$ cat config.mk
export PLATFORM = sky130hd
export DESIGN_NAME = seg7_scan4_flat
export DESIGN_NICKNAME = d
export VERILOG_FILES = /design/src/rtl/seg7_scan4_if.sv /design/src/rtl/seg7_scan4.sv /design/src/flat_wrapper.sv
export SDC_FILE = /design/constraint.sdc
export NUM_CORES = 1
export LEC_CHECK = 0
export BUFFER_PORTS_ARGS = -buffer_cell sky130_fd_sc_hd__buf_2
export CAP_MARGIN = 20
export CORE_MARGIN = 1.5
export CORE_UTILIZATION = 54
export DETAILED_ROUTE_END_ITERATION = 6
export PLACE_DENSITY = 0.77
export SETUP_SLACK_MARGIN = 0.3
export SYNTH_ARGS = -nofsm -noshare
export SYNTH_HDL_FRONTEND = slang
export SYNTH_SLANG_ARGS = --single-unit
$ cat constraint.sdc
create_clock -name clk -period 6.6 [get_ports clk]
set_input_delay 0.33 -clock clk [delete_from_list [all_inputs] [get_ports clk]]
set_output_delay 0.33 -clock clk [all_outputs]
set_load 0.03 [all_outputs]
$ cat src/rtl/seg7_scan4_if.sv
// seg7_scan4_if: load-side bus of the seven-segment scanner.
// Carries the value/dp/blank inputs, the load strobe and the pending flag.
interface seg7_scan4_if;
    logic [15:0] value_in;
    logic [3:0]  dp_in;
    logic [3:0]  blank_in;
    logic        load;
    logic        pending;

    modport master (
        output value_in, dp_in, blank_in, load,
        input  pending
    );

    modport slave (
        input  value_in, dp_in, blank_in, load,
        output pending
    );
endinterface

$ cat src/rtl/seg7_scan4.sv
// seg7_scan4: 4-digit multiplexed 7-seg driver with per-slot guard blanking.
// Optional: SEG7_LEADING_ZERO_BLANK_EN suppresses leading zero digits.
module seg7_scan4 #(
    parameter int CLK_HZ       = 100000000,
    parameter int DIGIT_HZ     = 1000,
    parameter int GUARD_CYCLES = 64
) (
    input  logic        clk,
    input  logic        rst_n,
    seg7_scan4_if.slave bus,
    output logic [6:0]  seg_n,
    output logic        dp_n,
    output logic [3:0]  an_n,
    output logic        frame_tick
);

    localparam int DWELL = CLK_HZ / DIGIT_HZ;
    localparam int CW    = $clog2(DWELL);

    typedef enum logic {
        GUARD,
        DRIVE
    } state_t;

    state_t       state, state_d;
    logic [CW-1:0] cnt;
    logic [1:0]   idx;

    logic [15:0]  pval, aval;
    logic [3:0]   pdp, adp;
    logic [3:0]   pblank, ablank;
    logic         pend;

    logic         last, boundary, sup;
    logic [3:0]   nib;
    logic [3:0]   an_d;
    logic [6:0]   seg_d;
    logic         dp_d;

    function automatic logic [6:0] font(input logic [3:0] n);
        case (n)
            4'h0: font = 7'b0000001;
            4'h1: font = 7'b1001111;
            4'h2: font = 7'b0010010;
            4'h3: font = 7'b0000110;
            4'h4: font = 7'b1001100;
            4'h5: font = 7'b0100100;
            4'h6: font = 7'b0100000;
            4'h7: font = 7'b0001111;
            4'h8: font = 7'b0000000;
            4'h9: font = 7'b0000100;
            4'hA: font = 7'b0001000;
            4'hB: font = 7'b1100000;
            4'hC: font = 7'b0110001;
            4'hD: font = 7'b1000010;
            4'hE: font = 7'b0110000;
            default: font = 7'b0111000;
        endcase
    endfunction

    assign bus.pending = pend;

    always_comb begin
        last     = (cnt == CW'(DWELL - 1));
        boundary = last && (idx == 2'd3);

        state_d = state;
        if (last)
            state_d = GUARD;
        else if (cnt == CW'(GUARD_CYCLES - 1))
            state_d = DRIVE;

        nib = aval[{idx, 2'b00} +: 4];
        sup = 1'b0;
`ifdef SEG7_LEADING_ZERO_BLANK_EN
        unique case (idx)
            2'd3:    sup = (aval[15:12] == 4'h0);
            2'd2:    sup = (aval[15:8] == 8'h00);
            2'd1:    sup = (aval[15:4] == 12'h000);
            default: sup = 1'b0;
        endcase
`endif

        // Segment data follows the digit even when its anode is blanked.
        an_d  = 4'hF;
        seg_d = 7'h7F;
        dp_d  = 1'b1;
        if (state == DRIVE) begin
            seg_d = sup ? 7'h7F : font(nib);
            dp_d  = ~adp[idx];
            if (!ablank[idx])
                an_d[idx] = 1'b0;
        end
    end

    always_ff @(posedge clk or negedge rst_n) begin
        if (!rst_n) begin
            state <= GUARD;
            cnt   <= '0;
            idx   <= 2'd0;
        end else begin
            state <= state_d;
            cnt   <= last ? '0 : cnt + 1'b1;
            idx   <= last ? idx + 2'd1 : idx;
        end
    end

    // Active set only changes at a frame boundary so a frame is never torn.
    always_ff @(posedge clk or negedge rst_n) begin
        if (!rst_n) begin
            pend   <= 1'b0;
            pval   <= 16'h0000;
            pdp    <= 4'h0;
            pblank <= 4'hF;
            aval   <= 16'h0000;
            adp    <= 4'h0;
            ablank <= 4'hF;
        end else if (boundary && bus.load) begin
            aval   <= bus.value_in;
            adp    <= bus.dp_in;
            ablank <= bus.blank_in;
            pend   <= 1'b0;
        end else if (boundary && pend) begin
            aval   <= pval;
            adp    <= pdp;
            ablank <= pblank;
            pend   <= 1'b0;
        end else if (bus.load) begin
            pval   <= bus.value_in;
            pdp    <= bus.dp_in;
            pblank <= bus.blank_in;
            pend   <= 1'b1;
        end
    end

    always_ff @(posedge clk or negedge rst_n) begin
        if (!rst_n) begin
            an_n       <= 4'hF;
            seg_n      <= 7'h7F;
            dp_n       <= 1'b1;
            frame_tick <= 1'b0;
        end else begin
            an_n       <= an_d;
            seg_n      <= seg_d;
            dp_n       <= dp_d;
            frame_tick <= (cnt == '0) && (idx == 2'd0);
        end
    end

endmodule
$ cat src/flat_wrapper.sv
// flat-port wrapper written by rule: the top's interface ports become plain ports
module seg7_scan4_flat 
#(
    parameter int CLK_HZ       = 100000000,
    parameter int DIGIT_HZ     = 1000,
    parameter int GUARD_CYCLES = 64
)
  (clk, rst_n, seg_n, dp_n, an_n, frame_tick, bus_value_in, bus_dp_in, bus_blank_in, bus_load, bus_pending);
  seg7_scan4_if bus_i ();
  input  logic clk;
  input  logic rst_n;
  output logic [6:0] seg_n;
  output logic dp_n;
  output logic [3:0] an_n;
  output logic frame_tick;
  input wire logic [$bits(bus_i.value_in)-1:0] bus_value_in;
  input wire logic [$bits(bus_i.dp_in)-1:0] bus_dp_in;
  input wire logic [$bits(bus_i.blank_in)-1:0] bus_blank_in;
  input wire logic [$bits(bus_i.load)-1:0] bus_load;
  output wire logic [$bits(bus_i.pending)-1:0] bus_pending;
  assign bus_i.value_in = bus_value_in;
  assign bus_i.dp_in = bus_dp_in;
  assign bus_i.blank_in = bus_blank_in;
  assign bus_i.load = bus_load;
  assign bus_pending = bus_i.pending;
  seg7_scan4 #(.CLK_HZ(CLK_HZ), .DIGIT_HZ(DIGIT_HZ), .GUARD_CYCLES(GUARD_CYCLES)) u_core (.clk(clk), .rst_n(rst_n), .bus(bus_i), .seg_n(seg_n), .dp_n(dp_n), .an_n(an_n), .frame_tick(frame_tick));
endmodule
======== Word-level counts from Yosys, hierarchy flattened ========
Memories as Yosys holds them, arrays and structs flattened.
Index checks and enable logic that the tools add are counted.
cells by class
  add/subtract/negate cells ............... 2
  multipliers ............................. 0
  div/mod/pow operators ................... 0
  $lt $le $gt $ge ......................... 2
  equality and inequality tests ........... 3
  shift-type cells ........................ 1
  mux-type cells .......................... 22
  bitwise gates (word level) .............. 4
  reduce and logical (&&, ||, !) cells .... 11
operator list
  kind                                                                                  number
  16-bit 2-to-1 mux                                                                     2
  4-bit 2-to-1 mux                                                                      6
  17-bit by 1-bit adder with 17-bit output (second input constant)                      1
  17-bit == test (second input constant)                                                1
  17-bit by 6-bit == test with 1-bit output (second input constant)                     1
  17-bit zero test                                                                      1
  17-bit 2-to-1 mux                                                                     1
  16-bit by 5-bit indexed part select with 4-bit output                                 1
  1-bit 2-to-1 mux                                                                      9
  7-bit 2-to-1 mux                                                                      1
  1-bit logical AND                                                                     5
  1-bit binary-select mux with 2-bit select                                             2
  4-bit inverter                                                                        1
  2-bit nonzero test                                                                    2
  2-bit by 3-bit less-than comparator with 1-bit output (second input constant)         1
  1-bit inverter                                                                        3
  3-bit AND reduction                                                                   1
  3-bit nonzero test                                                                    1
  2-bit by 1-bit adder with 2-bit output (second input constant)                        1
  1-bit demux with 2-bit select                                                         1
  2-bit == test (second input constant)                                                 1
  2-bit by 1-bit greater-or-equal comparator with 1-bit output (second input constant)  1
  2-bit zero test                                                                       1
storage, ports and cells
  flip-flop bits (word level) ............. 82
  latch bits .............................. 0
  bits in writable memories ............... 0
  ROM bits ................................ 112
  output and inout port bits .............. 14
  word-level logic and storage cells ...... 60
  memories kept ........................... 1
memory list
  name              words  width  rd ports  clocked after memory_dff  wr ports  line              text
  (name not given)  16     7      1         0                         0         seg7_scan4.sv:41  case (n)

======== Logic depth before layout (Yosys ltp) ========
Gate-level depths: netlist of run 1.
  depth after elaboration ................. 7
  mapped depth ............................ 8
  depth with buffers taken out ............ 6

======== Worst setup path after synthesis of run 1 ========
Ideal clock, no wire load.
  path type ............................... register -> register
  from .................................... register u_core.cnt[6]
  to ...................................... register u_core.adp[0]
  library setup time ...................... 0.125 ns
  arrival ................................. 2.467 ns
  required time ........................... 6.475 ns
  setup slack ............................. 4.008 ns
  stages on the path, launching flop included .. 7
  buffers on the path ..................... 2
  cells stage by stage .................... dfrtp_1 -> or4_1 -> or4_1 -> clkbuf_1 -> nor4_4 -> buf_6 -> mux2_2
on the way
  word-level cells in the longest chain between the ends .. 4
  elaborated cells between the ends (all ways) .. 6
  those cells by class .................... 1 x eq/ne; 1 x mux; 4 x reduce/logical
RTL lines
  what                                                    line                                  text
  start, declared                                         seg7_scan4.sv:26                      logic [CW-1:0] cnt;
  start signal, assigned                                  seg7_scan4.sv:103                     cnt <= last ? '0 : cnt + 1'b1;
  17-bit == test (*)                                      seg7_scan4.sv:64                      last = (cnt == CW'(DWELL - 1));
  1-bit logical AND (*)                                   seg7_scan4.sv:65                      boundary = last && (idx == 2'd3);
  1-bit logical AND, on equally long branches             seg7_scan4.sv:118, seg7_scan4.sv:123
  4-bit 2-to-1 mux or 2-bit nonzero test (tied branches)  --
  end signal, assigned                                    seg7_scan4.sv:120                     adp <= bus.dp_in;
  end signal, assigned                                    seg7_scan4.sv:125                     adp <= pdp;
  end, declared                                           seg7_scan4.sv:30                      logic [3:0] pdp, adp;
Mark *: on every way between the ends. The rest lies on a longest branch, timed or not.
A chain may end at the register's enable or synchronous reset.

======== Final worst setup path of run 1 ========
  from .................................... register u_core.cnt[6]
  to ...................................... register u_core.pval[3]
on the way
  word-level cells in the longest chain between the ends .. 5
  elaborated cells between the ends (all ways) .. 7
  those cells by class .................... 1 x eq/ne; 2 x bitwise; 4 x reduce/logical
RTL lines
  what                                         line                                  text
  17-bit == test (*)                           seg7_scan4.sv:64
  1-bit logical AND (*)                        seg7_scan4.sv:65
  1-bit logical AND, on equally long branches  seg7_scan4.sv:118, seg7_scan4.sv:123
  1-bit inverter (no line)                     --
  3-bit AND reduction (no line) (*)            --
  end signal, assigned                         seg7_scan4.sv:129                     pval <= bus.value_in;
  end, declared                                seg7_scan4.sv:29                      logic [15:0] pval, aval;
Marked as above.

==> summary.md, run 1 <==
| Metric | Value |
|---|---|
| Area grow syn2layout | 10.25% |
| Fin. max-slew vios | 0 |
| Core Region | 0.007253 sq mm |
| Critical Path RT | 6.83 ns |
| Fin. Hold Viols | 0 |
| Starting Density | 0.5603 |
| Max Root-Sink Buffers | 2 |
| Layout cells sized above 1 | 0.4734 |
| Crit path DAT | 3.14 ns |
| RSZ-0062 raised after global routing | false |
| I/O Pins | 41 |
| Worst Tran Pin Value | roughly 0.76 ns |
| CTS Hold Buffers Added | 0 |
| Port Buf Inserts | 40 |
| CTS clk-pin slew, worst paths | around 0.08 ns |
| Final setup TNS | 0 ns |
| Synth cell count leaders | dfrtp_1, mux2_2, dfstp_2, mux2_4, ha_1 |
| Tcrit/Tclk final | 0.4403 |
| Number of global-route vias before repair | approximately 2.4k |
| Global Route Usage Sum | 0.1826 |
| Count leader, synth | dfrtp_1 |
| First-pass GRT wire length | ~12000 microns |
| Routability cong. | approximately 0.80 |
| Vias | 2323 |
| CP Launch Type | flip-flop |
| Dpl hpwl | 4608 microns |
| ANT cells | 0 |
| Share of the synthesized area in the top cell type | 0.3818 |
| Clock Latency Late Sink | 0.34 ns |
| Syn nets | 334 |
| Min Tclk post-route | between 2 and 3 ns |
| Core Rows | 31 |
| CTS Root Cell | clkbuf_8 |
| Type of the most critical hold path | in2reg |
| Status | finished clean |
| Vias per inst | approximately 5.3 |
| Die H | ~90 microns |
| Post-synth top flop | dfrtp_1 |
| Cell count after synthesis | between 200 and 300 |
| Fill count | 560 |
| Post-synth ARST share | 1.000 |
| Total CTS buffers | 9 |
| Final setup viols | 0 |
| Initial drt markers | around 100 |
| CP Max Fanout | 13 |
| Antenna violations before repair | 0 |
| Peak VDD IR | ~0.14 mV |
| MaxCap Viol Count | 0 |
| Largest area contributor in the netlist | dfrtp_1 |
| DRT Pass-1 Iters | 4 |
| Sequential area share after synthesis | 0.5111 |
| Post-route cell area | 0.004481 sq mm |
| Final wirelength | between 6000 and 7000 microns |
| Power Dens Cells | 217.1 mW/mm^2 |
| Overflow after GRT | 0 |
| Setup Fix Bufs, Post-CTS | 0 |
| Nets | 372 |
| Distinct cell type count after synthesis | 39 |
| Largest net degree at the start of global routing | 83 |
| Average size of a mapped cell | 13.78 sq um |
| Syn. warnings | 0 |
| Setup Crit Path Kind | reg2reg |
| Area after DPL | approximately 0.0043 sq mm |
| CTS-repair resized insts | 0 |
| Top cells by area, synth | dfrtp_1, mux2_2, dfstp_2 |
| DRC | 0 |
| Max Fclk | approximately 340 MHz |
| LEAKAGE | ~0.0020 uW |
| Critical path endpoint category | flip-flop |
| Clock H-tree levels | 3 |
| Netlist Area Pre-Place | around 0.004 sq mm |
| Skew final | 0.008699 ns |
| Routed len/inst | around 15 microns |
| CTS tree | built |
| Sinks on Clock Net | approximately 80 |
| Relative slew slack | 0.4966 |
| Final ANT Viol Nets | 0 |
| Total die area | approximately 0.0081 sq mm |
| Die Wd | 89.75 microns |
| Number of synthesized register bits | 82 |
| EDFF count, synth | 0 |
-- registers in the layout, summed over array words and instances, names as in the netlist --
signal and count:
u_core.aval 16, u_core.seg_n 7, u_core.pval 16, u_core.cnt 17, u_core.frame_tick 1, u_core.pdp 4, u_core.an_n 4, u_core.adp 4
u_core.dp_n 1, u_core.idx 2, u_core.ablank 4, u_core.bus.pending 1, u_core.pblank 4, u_core.state 1
-- per-stage QoR --
step	power (uW)	util	cells	hold WS (ns)	setup slack, ns
after floorplan	602.6	-	295	0.03441	4.008
after global placement	626.6	0.5875	419	0.4728	3.740
after detailed placement	629.7	0.5875	419	0.4876	3.691
after CTS	983.2	0.6136	435	0.1751	3.690
after global routing	1013	0.6177	437	0.2098	3.608
final	972.8	0.6177	437	0.2226	3.694
-- cell families after synthesis --
family | share of synthesized area
mux | 0.2645
flops | 0.5111
simple gates | 0.08313
buf+inv | 0.04372
compound gates | 0.03048
xor+xnor | 0.03017
fa+ha+maj | 0.03694
-- power by group --
part / leakage, uW / switching, uW / internal [uW]
Sequential: 0.00100 / 10.9 / 526
Clock: 0.0000974 / 166 / 185
Combinational: 0.000875 / 35.8 / 49.6
-- final timing paths --
path                                       start               end  slack (ns)  cells after the start
worst max-delay path               u_core.cnt[6]    u_core.pval[3]        3.69                      5
worst min-delay path            bus_value_in[15]   u_core.pval[15]        0.22                      2
worst max register to register     u_core.cnt[6]    u_core.pval[3]        3.69                      5
worst min register to register     u_core.cnt[0]     u_core.cnt[0]        0.50                      1
max in group asynchronous                  rst_n  u_core.ablank[2]        5.48                      3
min in group asynchronous                  rst_n     u_core.adp[0]        0.48                      2
-- critical path: stages (launching register included) --
cell and delay (ns):
dfrtp_1 0.43, or4_1 0.55, or4_1 0.63, o31a_1 0.54, buf_4 0.33, mux2_4 0.32
-- placed cells by master, fill, tap and decap left out, types with 4 or more instances in the layout --
master | netlist | final
o21ai_0 | 7 | 7
clkbuf_8 | 0 | 10
nand4_1 | 6 | 6
ha_1 | 12 | 12
dfstp_2 | 20 | 20
o211ai_1 | 4 | 4
xor2_1 | 5 | 5
dfrtp_1 | 62 | 62
xnor2_1 | 9 | 9
buf_2 | 0 | 39
nor2_1 | 10 | 10
nand3_1 | 10 | 10
mux2_4 | 20 | 20
mux4_2 | 6 | 6
inv_1 | 9 | 9
mux2_2 | 55 | 55
nand2_1 | 11 | 11
-- per-layer routing --
layer | part of all wire | global-route usage
met5 | 0 | 0
met4 | 0.016 | 0.08333
met3 | 0.026 | 0.04146
met2 | 0.49 | 0.2920
met1 | 0.47 | 0.2383
-- layout make-up --
| cell class | instances | area (sq um) | area share |
|---|---|---|---|
| flip-flops and latches | 82 | 2077 | 0.4636 |
| multi-input cells | 187 | 1809 | 0.4038 |
| inverters | 9 | 33.78 | 0.007540 |
| well taps | 99 | 123.9 | 0.02765 |
| clock buffers | 13 | 148.9 | 0.03323 |
| clock inverters | 3 | 40.04 | 0.008936 |
| repair buffers | 44 | 247.7 | 0.05529 |
(Power assumes the default switching activity.)
==> inputs of run 2 (changes only) <==
--- a/config.mk
+++ b/config.mk
@@ -8,9 +8,9 @@
 export BUFFER_PORTS_ARGS = -buffer_cell sky130_fd_sc_hd__buf_2
 export CAP_MARGIN = 20
 export CORE_MARGIN = 1.5
-export CORE_UTILIZATION = 54
+export CORE_UTILIZATION = 53
 export DETAILED_ROUTE_END_ITERATION = 6
-export PLACE_DENSITY = 0.77
+export PLACE_DENSITY = 0.79
 export SETUP_SLACK_MARGIN = 0.3
 export SYNTH_ARGS = -nofsm -noshare
 export SYNTH_HDL_FRONTEND = slang
==> constraint.sdc (replaced) <==
create_clock -name clk -period 2.6 [get_ports clk]
set_input_delay 0.13 -clock clk [delete_from_list [all_inputs] [get_ports clk]]
set_output_delay 0.13 -clock clk [all_outputs]
set_load 0.03 [all_outputs]
==> summary.md, run 2 (synthesis results as in run 1) <==
| Metric | Value |
|---|---|
| Status | finished clean (unchanged) |
| Clock Latency Late Sink | 0.35 ns (was 0.34 ns) |
| Max Root-Sink Buffers | 2 (unchanged) |
| WHS | 0.02076 ns (was 0.2226 ns) |
| Layout cells sized above 1 | 0.5028 (was 0.4734) |
| Commonest non-fill, non-tap cell in the layout | dfrtp_1 (unchanged) |
| LEAKAGE | 0.002088 uW (was 0.001973 uW) |
| Antenna violations before repair | 0 (unchanged) |
| Final wirelength | 7572 microns (was 6759 microns) |
| Port Buf Inserts | 40 (unchanged) |
| CP Max Fanout | 12 (was 13) |
| Die Wd | 90.57 microns (was 89.75 microns) |
| Max FFs per register | 17 (unchanged) |
| Reg with most FFs | u_core.cnt (unchanged) |
| Crit-path slowest cell | or4_4 (was or4_1) |
| Overflow after GRT | 0 (unchanged) |
| WP buf/inv | 2 (was 1) |
| CP max stage delay | 0.53 ns (was 0.63 ns) |
| Setup Crit Path Kind | reg2reg (unchanged) |
| Min Tclk post-route | 2.470 ns (was 2.906 ns) |
| Vias | 2483 (was 2323) |
| R2R Setup Slk | 0.13 ns (was 3.69 ns) |
| Die H | 90.57 microns (was 89.75 microns) |
| Final setup viols | 0 (unchanged) |
| Dpl hpwl | 4798 microns (was 4608 microns) |
| Type of the most critical hold path | in2reg (unchanged) |
| Area of the multi-input gates | 0.001862 sq mm (was 0.001809 sq mm) |
| R2r endpoint | u_core.aval[1] (was u_core.pval[3]) |
| Core Region | 0.007331 sq mm (was 0.007253 sq mm) |
| Largest registers | u_core.cnt x17, u_core.aval x16, u_core.pval x16 (unchanged) |
| Skew final | 0.01348 ns (was 0.008699 ns) |
| Cell chain of the critical path | or4_4 > or4_4 > nor4_4 > buf_4 > buf_12 > mux2_2 (was or4_1 > or4_1 > o31a_1 > buf_4 > mux2_4) |
| Critical path endpoint category | flip-flop (unchanged) |
| Area after DPL | 0.004342 sq mm (was 0.004262 sq mm) |
| Clock H-tree levels | 3 (unchanged) |
| CTS clk-pin slew, worst paths | 0.08 ns (about the same) |
| Tcrit/Tclk final | 0.9501 (was 0.4403) |
| Worst Setup SP | u_core.cnt[11] (was u_core.cnt[6]) |
| DRT Pass-1 Iters | 4 (unchanged) |
| Relative slew slack | 0.5920 (was 0.4966) |
| Crit path DAT | 2.70 ns (was 3.14 ns) |
| Core Rows | 31 (unchanged) |
| I/O Pins | 41 (unchanged) |
| Total die area | 0.008202 sq mm (was 0.008055 sq mm) |
| Reg area | 0.002078 sq mm (was 0.002077 sq mm) |
| First-pass GRT wire length | 12900 microns (was 11540 microns) |
| Path depth of the worst reg2reg path | 6 (was 5) |
| CP Launch Type | flip-flop (unchanged) |
| Starting Density | 0.5544 (was 0.5603) |
| Sinks on Clock Net | 82 (unchanged) |
| MaxCap Viol Count | 0 (unchanged) |
| Worst Tran Pin Value | 0.6120 ns (was 0.7551 ns) |
| Initial drt markers | 186 (was 103) |
| Reg2reg start | u_core.cnt[11] (was u_core.cnt[6]) |
| Total CTS buffers | 9 (unchanged) |
| Worst path top cell family by delay | simple AND/OR/NAND/NOR gates (unchanged) |
| DRC | 0 (unchanged) |
| Most frequent cells in the layout | dfrtp_1, mux2_2, buf_2 (unchanged) |
| ANT cells | 0 (unchanged) |
| Area grow syn2layout | 16.10% (was 10.25%) |
| Final setup TNS | 0 ns (unchanged) |
| Max Fclk | 404.8 MHz (was 344.1 MHz) |
| Final ANT Viol Nets | 0 (unchanged) |
| Peak VDD IR | 0.3275 mV (was 0.1423 mV) |
| Nets | 386 (was 372) |
| Fill count | 535 (was 560) |
| RSZ-0062 raised after global routing | true (was false) |
| Critical path's most frequent cell | or4_4 (was or4_1) |
| Number of global-route vias before repair | 2611 (was 2381) |
| Routability cong. | 0.8447 (was 0.8022) |
| Utilization after layout | 0.6436 (was 0.6177) |
| Global Route Usage Sum | 0.2031 (was 0.1826) |
| Post-route cell area | 0.004718 sq mm (was 0.004481 sq mm) |
| Worst path depth | 6 (was 5) |
| Fin. Hold Viols | 0 (unchanged) |
| Power Dens Cells | 546.9 mW/mm^2 (was 217.1 mW/mm^2) |
| CTS Root Cell | clkbuf_8 (unchanged) |
| Routed len/inst | 16.79 microns (was 15.47 microns) |
| CTS tree | built (unchanged) |
| Fin. max-slew vios | 0 (unchanged) |
| Largest net degree at the start of global routing | 83 (unchanged) |
| Critical Path RT | 2.83 ns (was 6.83 ns) |
| Worst setup endpoint | u_core.aval[1] (was u_core.pval[3]) |
| Vias per inst | 5.506 (was 5.316) |
==> run 2: cell count changes in the layout (fill, tap and decap cells not counted), sizes merged <==
cell    change
bufinv      +1
clkbuf      +1
buf        +13
clkinv      -1
==> run 2: worst min-delay path by stage <==
stage                     slack, ns  depth (start not counted)          endpoint            start
after floorplan               -0.17                          0     u_core.adp[0]            rst_n
after detailed placement       0.35                          1   u_core.pval[10]            rst_n
after global routing           0.01                          2  u_core.pblank[3]  bus_blank_in[3]
final                          0.02                          2     u_core.pdp[0]     bus_dp_in[0]
after global placement         0.35                          1   u_core.pval[11]            rst_n
after CTS                     0.007                          2     u_core.pdp[0]     bus_dp_in[0]
==> run 2: area by class of cell <==
class,count,share of cell area
clock inverters,3,0.01379
flip-flops and latches,82,0.4405
clock buffers,13,0.03156
multi-input cells,187,0.3946
well taps,99,0.02625
inverters,9,0.007160
repair buffers,58,0.08618
==> run 2: layer usage <==
layer,routed length [microns],share of wire,GRT usage,vias up
met1,3481,0.46,0.2648,1253
met3,262,0.035,0.04040,12
met2,3652,0.48,0.3277,63
met4,176,0.023,0.09259,0
li1,-,-,-,1155
met5,0,0,0,-
==> run 2: timing repair <==
| action | CTS | global route |
|---|---|---|
| resized for setup | 11 | 2 |
| pin swaps | 1 | 0 |
| hold endpoints to repair | 61 | 0 |
| endpoints found under the setup margin | 48 | 53 |
| cloned | 2 | 0 |
| hold buffers | 1 | 0 |
| setup buffers | 5 | 2 |
==> run 2: worst register-to-register path, delay by kind of cell, from the launching register on <==
family | cells | cell delay (ns)
buffers and inverters | 2 | 0.31
DFF | 1 | 0.40
muxes | 1 | 0.35
and+or+nand+nor | 3 | 1.29
==> run 2: stage by stage <==
step                      cells  power [uW]  setup slack (ns)
after floorplan             295        1533           0.05718
after global placement      424        1596            0.1478
after detailed placement    424        1605           0.09331
after CTS                   448        2601            0.1627
after global routing        451        2676           0.06621
final                       451        2580            0.1299
==> run 2: where the power goes <==
| part | internal, uW | switching [uW] |
|---|---|---|
| registers | 1330 | 28.4 |
| logic | 134 | 95.9 |
| clock network | 567 | 421 |
| total | 2040 | 545 |
